File: src/rtl/onehot_index_decoder.sv
// onehot_index_decoder: binary index -> one-hot vector with valid/ready on both sides.
// The output register is backed by one skid entry, so the input can be accepted every
// cycle while in_ready stays registered (no combinational path from out_ready).
// Optional feature macro: ONEHOT_DEC_THERMO_EN adds a thermometer-coded output
// (out_thermo) that travels with each beat.
module onehot_index_decoder #(
    parameter int unsigned IDX_W = 3,
    parameter int unsigned OUT_W = 8,
    parameter int unsigned CNT_W = 8
) (
    input  logic             clk,
    input  logic             rst_n,
    input  logic             in_valid,
    output logic             in_ready,
    input  logic [IDX_W-1:0] in_idx,
    output logic             out_valid,
    input  logic             out_ready,
    output logic [OUT_W-1:0] out_onehot,
    output logic             out_err,
    output logic [CNT_W-1:0] err_cnt
`ifdef ONEHOT_DEC_THERMO_EN
    ,
    output logic [OUT_W-1:0] out_thermo
`endif
);

    typedef enum logic [1:0] {
        StEmpty,
        StOne,
        StFull
    } state_t;

    // Payload carried per beat: {thermo (optional), err, onehot}.
`ifdef ONEHOT_DEC_THERMO_EN
    localparam int unsigned PAY_W = 2 * OUT_W + 1;
`else
    localparam int unsigned PAY_W = OUT_W + 1;
`endif

    localparam logic [IDX_W:0] LP_OUT_W = (IDX_W + 1)'(OUT_W);

    state_t             r_state;
    logic               r_in_ready;
    logic               r_out_valid;
    logic [PAY_W-1:0]   r_out_pay;
    logic [PAY_W-1:0]   r_skid_pay;
    logic [CNT_W-1:0]   r_err_cnt;

    logic               w_accept;
    logic               w_xfer;
    logic               w_in_range;
    logic [OUT_W-1:0]   w_onehot;
`ifdef ONEHOT_DEC_THERMO_EN
    logic [OUT_W-1:0]   w_thermo;
`endif
    logic [PAY_W-1:0]   w_pay;

    assign w_accept   = in_valid & r_in_ready;
    assign w_xfer     = r_out_valid & out_ready;
    assign w_in_range = ({1'b0, in_idx} < LP_OUT_W);

    // Decode the incoming index into the beat payload; out-of-range yields zeros plus err.
    always_comb begin
        w_onehot = '0;
`ifdef ONEHOT_DEC_THERMO_EN
        w_thermo = '0;
`endif
        for (int i = 0; i < OUT_W; i++) begin
            w_onehot[i] = w_in_range && (in_idx == IDX_W'(i));
`ifdef ONEHOT_DEC_THERMO_EN
            w_thermo[i] = w_in_range && ((IDX_W + 1)'(i) <= {1'b0, in_idx});
`endif
        end
`ifdef ONEHOT_DEC_THERMO_EN
        w_pay = {w_thermo, ~w_in_range, w_onehot};
`else
        w_pay = {~w_in_range, w_onehot};
`endif
    end

    // Skid FSM: output register plus one skid entry, in_ready registered alongside state.
    always_ff @(posedge clk or negedge rst_n) begin
        if (!rst_n) begin
            r_state     <= StEmpty;
            r_in_ready  <= 1'b0;
            r_out_valid <= 1'b0;
            r_out_pay   <= '0;
            r_skid_pay  <= '0;
        end else begin
            unique case (r_state)
                StEmpty: begin
                    // Also the first edge after reset, which is what raises in_ready.
                    r_in_ready <= 1'b1;
                    if (w_accept) begin
                        r_out_pay   <= w_pay;
                        r_out_valid <= 1'b1;
                        r_state     <= StOne;
                    end
                end
                StOne: begin
                    if (w_accept && w_xfer) begin
                        r_out_pay <= w_pay;
                    end else if (w_accept) begin
                        r_skid_pay <= w_pay;
                        r_in_ready <= 1'b0;
                        r_state    <= StFull;
                    end else if (w_xfer) begin
                        r_out_valid <= 1'b0;
                        r_state     <= StEmpty;
                    end
                end
                StFull: begin
                    if (w_xfer) begin
                        r_out_pay  <= r_skid_pay;
                        r_in_ready <= 1'b1;
                        r_state    <= StOne;
                    end
                end
                default: begin
                    r_out_valid <= 1'b0;
                    r_in_ready  <= 1'b0;
                    r_state     <= StEmpty;
                end
            endcase
        end
    end

    // Saturating count of accepted out-of-range indices.
    always_ff @(posedge clk or negedge rst_n) begin
        if (!rst_n) begin
            r_err_cnt <= '0;
        end else if (w_accept && !w_in_range && (r_err_cnt != '1)) begin
            r_err_cnt <= r_err_cnt + CNT_W'(1);
        end
    end

    assign in_ready   = r_in_ready;
    assign out_valid  = r_out_valid;
    assign out_onehot = r_out_pay[OUT_W-1:0];
    assign out_err    = r_out_pay[OUT_W];
    assign err_cnt    = r_err_cnt;
`ifdef ONEHOT_DEC_THERMO_EN
    assign out_thermo = r_out_pay[2*OUT_W:OUT_W+1];
`endif

endmodule

File: config.mk
export PLATFORM = sky130hd
export DESIGN_NAME = onehot_index_decoder
export DESIGN_NICKNAME = d
export VERILOG_FILES = /design/src/rtl/onehot_index_decoder.sv
export SDC_FILE = /design/constraint.sdc
export NUM_CORES = 1
export LEC_CHECK = 0
export ABC_AREA = 1
export CAP_MARGIN = 10
export CORE_MARGIN = 2
export CORE_UTILIZATION = 52
export DETAILED_ROUTE_END_ITERATION = 10
export HOLD_SLACK_MARGIN = 0.02
export PLACE_DENSITY = 0.92
export SLEW_MARGIN = 25
export SYNTH_ARGS = -nofsm -noshare
export SYNTH_HDL_FRONTEND = slang
export SYNTH_SLANG_ARGS = --single-unit
File: constraint.sdc
create_clock -name clk -period 1.96 [get_ports clk]
set_clock_uncertainty 0.05 [all_clocks]
set_input_delay 0.588 -clock clk [delete_from_list [all_inputs] [get_ports clk]]
set_output_delay 0.588 -clock clk [all_outputs]
set_load 0.01 [all_outputs]
==> flow_metrics.tcl, run 1 <==
set metrics [dict create \
    hold_ws_ps 431 \
    fin_setup_tns_ps 0 \
    ir_drop_uv 1040 \
    critPathTopFamily "buffers and inverters" \
    whs_path_depth 2 \
    place_inst 181 \
    hold_buffers 0 \
    place.gp.congestion 0.797 \
    cp.buffers_inverters 1 \
    remaining_drc_errors 0 \
    routedWlPerCell_um 10.8 \
    ctsResizeCount 0 \
    synth_cells 140 \
    clkLatencyLatePin_ps 300 \
    first_iter_violations 30 \
    highest_layer "met4" \
    min_to "r_out_pay[6]$_DFFE_PN0P_" \
    cts_tree "built" \
    num_rows 16 \
    fin_cells 184 \
    die_x_um 50.0 \
    rr_startpoint "r_state[1]$_DFFE_PN0P_" \
    via_per_inst 4.79 \
    grt_max_degree 21 \
    clock_power_share_pct 10.5 \
    numCtsBuffers 3 \
    setup_ws_ps 77.8 \
    p_int_mw 1.03 \
    grt_pass1_vias 793 \
    switching_share_pct 42.7 \
    drt-met1-wl_um 878 \
    leakagePower_nw 0.640 \
    dr_wl_met3_um 64 \
    switching_power_mw 0.766 \
    setup_viol 0 \
    cp.required_ps 1320 \
    synth-seq-cells 20 \
    netlist_area_um2 1100 \
    routed_wl_mm 1.98 \
    cp_cell_sequence "clkdlybuf4s50_1" \
    min_path_type "reg -> reg" \
    critPathMaxFanout 3 \
    pwr-share-comb_pct 49.1 \
    synthXorXnorAreaFrac_pct 0 \
    synth_mux_area_share_pct 0 \
    min_from "r_out_pay[6]$_DFFE_PN0P_" \
    grt_pass1_wl_mm 3.26 \
    synthSimpleGateAreaFrac_pct 36.2 \
    place_ws_ps 20.6 \
    maxCapViolations 0 \
    nets 166 \
    ctsHtreeMaxLevel 1 \
    core_area_um2 1980 \
    cp_slowest_cell "clkdlybuf4s50_1" \
    mostFrequentLayoutCells "nand2_1 (53), dfrtp_1 (20), nand3_1 (19), clkdlybuf4s50_1 (16), conb_1 (9)" \
    period_needed_ps 1880 \
    post_cts_buffers 0 \
    clockRootBuffer "clkbuf_4" \
    pwr_density_cell_nw_per_um2 1410 \
    ys_warn_count 0 \
    cp-start-kind "register" \
    nFillCells 147 \
    mostFrequentLayoutCell "nand2_1" \
    critPathArrivalTime_ps 1240 \
    hpwl_mm 1.52 \
    synth_top_family_by_area "simple AND/OR/NAND/NOR gates" \
    dieArea_um2 2500 \
    clkTransAtPathRegs_ps 100 \
    fmax_ghz 0.531 \
    ant_nets 0 \
    n_antenna_cell 0 \
    worstSetupPathType "reg -> out" \
    die_h_um 50.0 \
    max_stage_delay_ps 550 \
    rr_worst_depth 8 \
    cts_sinks 20 \
    io-pin-count 26 \
    vias 882 \
    grt_usage_pct 17.5 \
    antenna_found_initial 0 \
    worstReg2RegEnd "r_out_pay[3]$_DFFE_PN0P_" \
    seq_power_share_pct 40.4 \
    period_share_pct 96.0 \
    avgSynthCellArea_um2 7.87 \
    synth_fa_ha_area_share_pct 0 \
    ys_types 19 \
    status "completed" \
    hold_viol_final 0 \
    area_growth_pct 14.9 \
    initial_core_util_pct 55.6 \
    synth_compound_area_share_pct 6.92 \
    met2_length_um 980 \
    port_buffers 16 \
    drv_slew 0 \
    yosysSeqAreaShare_pct 45.4 \
    rsz0062_at_grt "false" \
    r2r_slack_ps 370 \
    overflow 0 \
    cts_buffer_depth 2 \
    endpoint_kind "output pin" \
    dr.pass1.iters 6 \
    drive_gt1_share_pct 9.55 \
]
## final cells by class
class,count,area [um^2],area share (%)
Timing Repair Buffer,17,168,13.2
Inverter,8,32.5,2.57
Multi-Input combinational cell,109,509,40.2
Clock buffer,3,22.5,1.78
Tap cell,27,33.8,2.67
Sequential cell,20,500,39.5
## synthesized netlist by cell type
cell type / n / area (um^2)
nand2_8: 1 / 20.0
nor2_2: 1 / 6.26
inv_1: 5 / 18.8
nand3_2: 1 / 10.0
o21ai_1: 7 / 35.0
nor2_8: 1 / 20.0
buf_6: 2 / 22.5
nor2_1: 5 / 18.8
conb_1: 1 / 3.75
inv_4: 1 / 6.26
dfrtp_1: 20 / 500
o21ai_0: 7 / 35.0
nand2_2: 3 / 18.8
a31oi_1: 1 / 6.26
nand3_1: 19 / 95.1
nand2_1: 53 / 199
inv_2: 2 / 7.51
buf_4: 9 / 67.6
nand2_4: 1 / 11.3
## flip-flops by register name, indices dropped and copies added (netlist names)
name	cells
r_out_pay	8
r_skid_pay	8
in_ready	1
out_valid	1
r_state	2
## per-stage QoR
step	util [%]	instance area [um^2]	power [mW]
final	63.9	1270	1.79
after global routing	63.9	1270	1.94
after CTS	63.9	1270	1.80
after detailed placement	62.8	1240	1.62
after global placement	62.8	1240	1.57
after floorplan	-	1130	1.34
## power by group through the flow
stage / clock (mW) / combinational, mW / sequential (mW)
5_1_grt: 0.216 / 0.978 / 0.748
3_5_place_dp: 0 / 0.886 / 0.731
6_report: 0.189 / 0.879 / 0.724
3_3_place_gp: 0 / 0.854 / 0.721
4_1_cts: 0.194 / 0.888 / 0.722
2_1_floorplan: 0 / 0.588 / 0.754
## how the worst max path moves through the flow
| stage | startpoint | endpoint | slack [ps] | cells after the start |
|---|---|---|---|---|
| floorplan | out_ready | r_skid_pay[6]$_DFFE_PN0P_ | 540 | 7 |
| global placement | in_valid | r_out_pay[5]$_DFFE_PN0P_ | 80 | 8 |
| detailed placement | in_valid | r_out_pay[3]$_DFFE_PN0P_ | 20 | 8 |
| CTS | in_ready$_DFFE_PN0P_ | in_ready | 70 | 1 |
| global route | in_ready$_DFFE_PN0P_ | in_ready | 10 | 1 |
| finish | in_ready$_DFFE_PN0P_ | in_ready | 80 | 1 |
## kinds of logic (layout without fill, tap and decap cells)
kind of cell	Yosys count	count (layout)
other	1	9
AND/OR/NAND/NOR	85	85
flip-flops	20	20
AO/OA/AOI/OAI	15	15
buffers and inverters	19	28
## routing by layer
metal  vias to the layer above  GRT usage [%]
li1                        464              -
met2                        26           27.6
met3                         6           3.03
met5                         -              0
met1                       386           20.9
met4                         0           13.4
Power figures use the tool's default switching activity.
==> inputs of run 2 (changes only) <==
--- a/config.mk
+++ b/config.mk
@@ -7,11 +7,11 @@
 export LEC_CHECK = 0
 export ABC_AREA = 1
 export CAP_MARGIN = 10
-export CORE_MARGIN = 2
+export CORE_MARGIN = 10
 export CORE_UTILIZATION = 52
 export DETAILED_ROUTE_END_ITERATION = 10
 export HOLD_SLACK_MARGIN = 0.02
-export PLACE_DENSITY = 0.92
+export PLACE_DENSITY = 0.89
 export SLEW_MARGIN = 25
 export SYNTH_ARGS = -nofsm -noshare
 export SYNTH_HDL_FRONTEND = slang
==> flow_metrics.tcl, run 2 (same netlist as run 1, synthesis figures left out) <==
set metrics [dict create \
    status "completed" \
    dr.pass1.iters 4 \
    r2r_slack_ps 430 \
    max_stage_delay_ps 550 \
    port_buffers 16 \
    rr_startpoint "r_state[1]$_DFFE_PN0P_" \
    nFillCells 176 \
    mostFrequentLayoutCell "nand2_1" \
    ant_nets 0 \
    cts_tree "built" \
    clockRootBuffer "clkbuf_4" \
    post_cts_buffers 0 \
    setup_viol 0 \
    whs_path_depth 2 \
    min_from "r_out_pay[1]$_DFFE_PN0P_" \
    num_rows 16 \
    ir_drop_uv 958 \
    grt_pass1_vias 876 \
    critPathMaxFanout 3 \
    clkTransAtPathRegs_ps 110 \
    top_regs "r_out_pay: 8 flops, r_skid_pay: 8 flops, r_state: 2 flops" \
    drive_gt1_share_pct 10.1 \
    place_inst 181 \
    top_usage_layer "met2" \
    overflow 0 \
    hold_buffers 0 \
    cts_buffer_depth 2 \
    hold_viol_final 0 \
    vias 914 \
    via_per_inst 4.94 \
    initial_core_util_pct 55.6 \
    met3_usage_pct 2.54 \
    antenna_found_initial 0 \
    io-pin-count 26 \
    remaining_drc_errors 0 \
    clkLatencyLatePin_ps 300 \
    first_iter_violations 61 \
    hpwl_mm 1.73 \
    numCtsBuffers 3 \
    met2_usage_pct 17.0 \
    cp.buffers_inverters 1 \
    critPathArrivalTime_ps 1240 \
    grt_pass1_wl_mm 3.78 \
    place_ws_ps 5.99 \
    cp-start-kind "register" \
    nets 166 \
    rr_worst_depth 8 \
    maxCapViolations 0 \
    core_area_um2 1980 \
    fin_setup_tns_ps 0 \
    fin_cells 185 \
    cp_cell_sequence "clkdlybuf4s50_1" \
    routedWlPerCell_um 11.9 \
    n_antenna_cell 0 \
    grt_max_degree 21 \
    area_growth_pct 16.1 \
    grt_usage_pct 10.6 \
    cp_slowest_cell "clkdlybuf4s50_1" \
    grt_use_met1_pct 12.8 \
    die_h_um 66.0 \
    die_x_um 66.0 \
    endpoint_kind "output pin" \
    period_needed_ps 1880 \
    seq_area_um2 500 \
    ctsResizeCount 0 \
    fmax_ghz 0.532 \
    min_to "r_out_pay[1]$_DFFE_PN0P_" \
    setup_ws_ps 80.2 \
    critPathTopFamily "buffers and inverters" \
    leakagePower_nw 0.647 \
    dieArea_um2 4360 \
    min_path_type "reg -> reg" \
    total_power_mw 1.85 \
    place.gp.congestion 0.829 \
    worstReg2RegEnd "r_out_pay[2]$_DFFE_PN0P_" \
    ctsHtreeMaxLevel 1 \
    drv_slew 0 \
    period_share_pct 95.9 \
    mostFrequentLayoutCells "nand2_1 (53), dfrtp_1 (20), nand3_1 (19), clkdlybuf4s50_1 (16), conb_1 (9)" \
    routed_wl_mm 2.20 \
    multi_input_area_um2 509 \
    worstSetupPathType "reg -> out" \
    cts_sinks 20 \
    cp.required_ps 1320 \
    rsz0062_at_grt "false" \
    pwr_density_cell_nw_per_um2 1450 \
]
## run 2: area by class of cell
class | instances | share of cell area, %
multi-input cells | 109 | 39.8
flip-flops and latches | 20 | 39.1
repair buffers | 17 | 13.1
clock buffers | 4 | 2.83
well taps | 27 | 2.64
inverters | 8 | 2.54
## run 2: per-layer routing
metal / vias up / part of all wire, %
met2: 35 / 47
met4: 0 / 2.1
met1: 407 / 42
met5: - / 0
met3: 5 / 8.3
li1: 467 / -
## run 2: worst max-delay path by stage
stage,startpoint,endpoint,slack (ps),cells past startpoint
2_1_floorplan,out_ready,r_skid_pay[6]$_DFFE_PN0P_,540,7
3_3_place_gp,in_valid,r_out_pay[7]$_DFFE_PN0P_,70,8
3_5_place_dp,in_valid,r_out_pay[2]$_DFFE_PN0P_,6,8
4_1_cts,in_ready$_DFFE_PN0P_,in_ready,60,1
5_1_grt,in_ready$_DFFE_PN0P_,in_ready,10,1
6_report,in_ready$_DFFE_PN0P_,in_ready,80,1
## run 2: metrics by stage
step                utilization (%)  area [um^2]  hold WS [ps]
floorplan                         -         1130           242
global placement               62.8         1240           404
detailed placement             62.8         1240           408
CTS                            64.6         1280           434
global route                   64.6         1280           460
finish                         64.6         1280           432
## run 2: power breakdown
group | leakage, nW | switching (mW) | internal, mW
sequential | 0.266 | 0.133 | 0.591
combinational | 0.360 | 0.529 | 0.364
clock | 0.0210 | 0.124 | 0.113
total | 0.647 | 0.786 | 1.07
==> inputs of run 3 (changes only) <==
--- a/config.mk
+++ b/config.mk
@@ -5,13 +5,14 @@
 export SDC_FILE = /design/constraint.sdc
 export NUM_CORES = 1
 export LEC_CHECK = 0
-export ABC_AREA = 1
+export ABC_AREA = 0
 export CAP_MARGIN = 10
 export CORE_MARGIN = 10
-export CORE_UTILIZATION = 52
+export CORE_UTILIZATION = 51
 export DETAILED_ROUTE_END_ITERATION = 10
 export HOLD_SLACK_MARGIN = 0.02
-export PLACE_DENSITY = 0.89
+export MAX_ROUTING_LAYER = met4
+export PLACE_DENSITY = 0.88
 export SLEW_MARGIN = 25
 export SYNTH_ARGS = -nofsm -noshare
 export SYNTH_HDL_FRONTEND = slang
==> flow_metrics.tcl, run 3 <==
set metrics [dict create \
    slew_headroom_pct 64.9 \
    antenna_found_initial 0 \
    cp.required_ps 1320 \
    p_int_mw 1.18 \
    ant_nets 0 \
    grt_pass1_vias 771 \
    mostFrequentLayoutCell "mux2_2" \
    ctsHtreeMaxLevel 1 \
    leakagePower_nw 0.630 \
    yosysSeqAreaShare_pct 47.2 \
    worst_slew_pin_slew_ps 527 \
    max_stage_delay_ps 560 \
    synth-edff-count 0 \
    cp.buffers_inverters 1 \
    place.gp.congestion 0.768 \
    clkLatencyLatePin_ps 290 \
    ys_types 25 \
    mostFrequentLayoutCells "mux2_2 (24), dfrtp_1 (20), clkdlybuf4s50_1 (16), conb_1 (9), buf_4 (9)" \
    synth_most_common_cell "mux2_2" \
    routed_wl_mm 2.01 \
    pwr_density_cell_nw_per_um2 1350 \
    core_area_um2 1960 \
    drv_slew 0 \
    via_per_inst 5.15 \
    drive_gt1_share_pct 36.7 \
    area_growth_pct 22.2 \
    cp_cell_sequence "clkdlybuf4s50_1" \
    top_regs "r_out_pay: 8 flops, r_skid_pay: 8 flops, r_state: 2 flops" \
    dr.pass1.iters 4 \
    port_buffers 16 \
    n_antenna_cell 0 \
    cts_tree "built" \
    routedWlPerCell_um 14.8 \
    overflow 0 \
    endpoint_kind "output pin" \
    nFillCells 160 \
    min_path_type "reg -> reg" \
    first_iter_violations 18 \
    place_area_um2 1260 \
    critPathTopFamily "buffers and inverters" \
    clkTransAtPathRegs_ps 100 \
    ys.flop_type "dfrtp_1" \
    setup_viol 0 \
    hold_viol_final 0 \
    clock_power_share_pct 10.7 \
    cts_buffer_depth 2 \
    rsz0062_at_grt "false" \
    clockRootBuffer "clkbuf_4" \
    async_flop_share_pct 100 \
    critPathMaxFanout 5 \
    nets 118 \
    r2r_slack_ps 210 \
    pwr-share-comb_pct 49.7 \
    netlist_area_um2 1060 \
    yosys-top-cells-count "mux2_2 (24), dfrtp_1 (20), buf_4 (9)" \
    maxCapViolations 0 \
    ir_drop_uv 1000 \
    remaining_drc_errors 0 \
    period_needed_ps 1900 \
    grt_pass1_wl_mm 3.53 \
    critPathArrivalTime_ps 1260 \
    synth.largest_area_cell "dfrtp_1" \
    utilization_pct 66.0 \
    vias 700 \
    synth_cells 83 \
    stdcell_area_um2 1290 \
    die_h_um 65.6 \
    numCtsBuffers 3 \
    switching_share_pct 32.3 \
    fmax_ghz 0.526 \
    io-pin-count 26 \
    status "completed" \
    die_x_um 65.6 \
    cp_slowest_cell "clkdlybuf4s50_1" \
    cts_sinks 20 \
    grt_usage_pct 10.6 \
    worstSetupPathType "reg -> out" \
    switching_power_mw 0.564 \
    seq_power_share_pct 39.7 \
    cp-start-kind "register" \
    grt_max_degree 21 \
    avgSynthCellArea_um2 12.8 \
    initial_core_util_pct 54.0 \
    hpwl_mm 1.55 \
    synth-seq-cells 20 \
    dieArea_um2 4300 \
    synth.top_cell.area_share_pct 47.2 \
    ys_warn_count 0 \
    num_rows 16 \
    synthTopCellsByArea "dfrtp_1 (47%), mux2_2 (26%), buf_4 (6.4%), o32ai_4 (2.6%), and3b_1 (2.5%)" \
    period_share_pct 96.9 \
]
[run 3: cell types whose count changed after synthesis, sizes merged, moves of 3 or more]
cell	previous run	this run
and3b	0	4
nor3b	0	3
nand3	20	0
nand2	58	3
o21ai	14	3
inv	8	2
nor2	7	1
mux2	0	24
[run 3: path summary, 6_finish.rpt]
kind	from	endpoint	cells after the start
worst min register to register	r_out_pay[7]$_DFFE_PN0P_	r_out_pay[7]$_DFFE_PN0P_	1
worst max register to register	r_state[0]$_DFFE_PN0P_	r_out_pay[5]$_DFFE_PN0P_	4
min in group asynchronous	rst_n	r_out_pay[7]$_DFFE_PN0P_	2
max in group asynchronous	rst_n	r_skid_pay[0]$_DFFE_PN0P_	2
worst min-delay path	r_out_pay[7]$_DFFE_PN0P_	r_out_pay[7]$_DFFE_PN0P_	1
worst max-delay path	in_ready$_DFFE_PN0P_	in_ready	1
[run 3: layout make-up]
type                            instances  area (um^2)  area share, %
Clock buffer                            3         22.5           1.74
Inverter                                2         7.51          0.580
Multi-Input combinational cell         59          503           38.8
Sequential cell                        20          500           38.6
Tap cell                               27         33.8           2.61
Timing Repair Buffer                   25          228           17.6
[run 3: per-layer routing]
| layer | GRT usage, % | part of all wire [%] |
|---|---|---|
| met3 | 4.24 | 8.2 |
| met1 | 11.4 | 44 |
| met4 | 5.61 | 2.2 |
| met5 | - | 0 |
| met2 | 16.3 | 46 |
[run 3: what timing repair did]
action                                  in CTS  in global routing
resized for setup                            0                  0
hold endpoints to repair                     0                  0
hold buffers                                 0                  0
setup buffers                                1                  0
endpoints found under the setup margin       1                  0
[run 3: cell families after synthesis]
logic type	synth area share [%]
other	0.354
AO/OA/AOI/OAI	8.38
buffers and inverters	8.15
flip-flops	47.2
multiplexers	26.4
AND/OR/NAND/NOR	9.45
[run 3: per-stage QoR]
step           hold WS, ps  total power [mW]  setup slack [ps]  instances  setup TNS (ps)
5_1_grt                484              1.87              14.3        136               0
2_1_floorplan          242              1.18               359         91               0
4_1_cts                468              1.77              47.4        136               0
3_3_place_gp           433              1.53              -142        132           -1530
3_5_place_dp           445              1.56              -192        132           -2340
6_report               465              1.75              60.0        136               0
[run 3: power groups by stage]
stage / Sequential [mW] / Clock [mW] / Combinational [mW]
2_1_floorplan: 0.752 / 0 / 0.433
3_3_place_gp: 0.699 / 0 / 0.835
3_5_place_dp: 0.713 / 0 / 0.850
4_1_cts: 0.696 / 0.190 / 0.880
5_1_grt: 0.722 / 0.201 / 0.944
6_report: 0.693 / 0.186 / 0.868
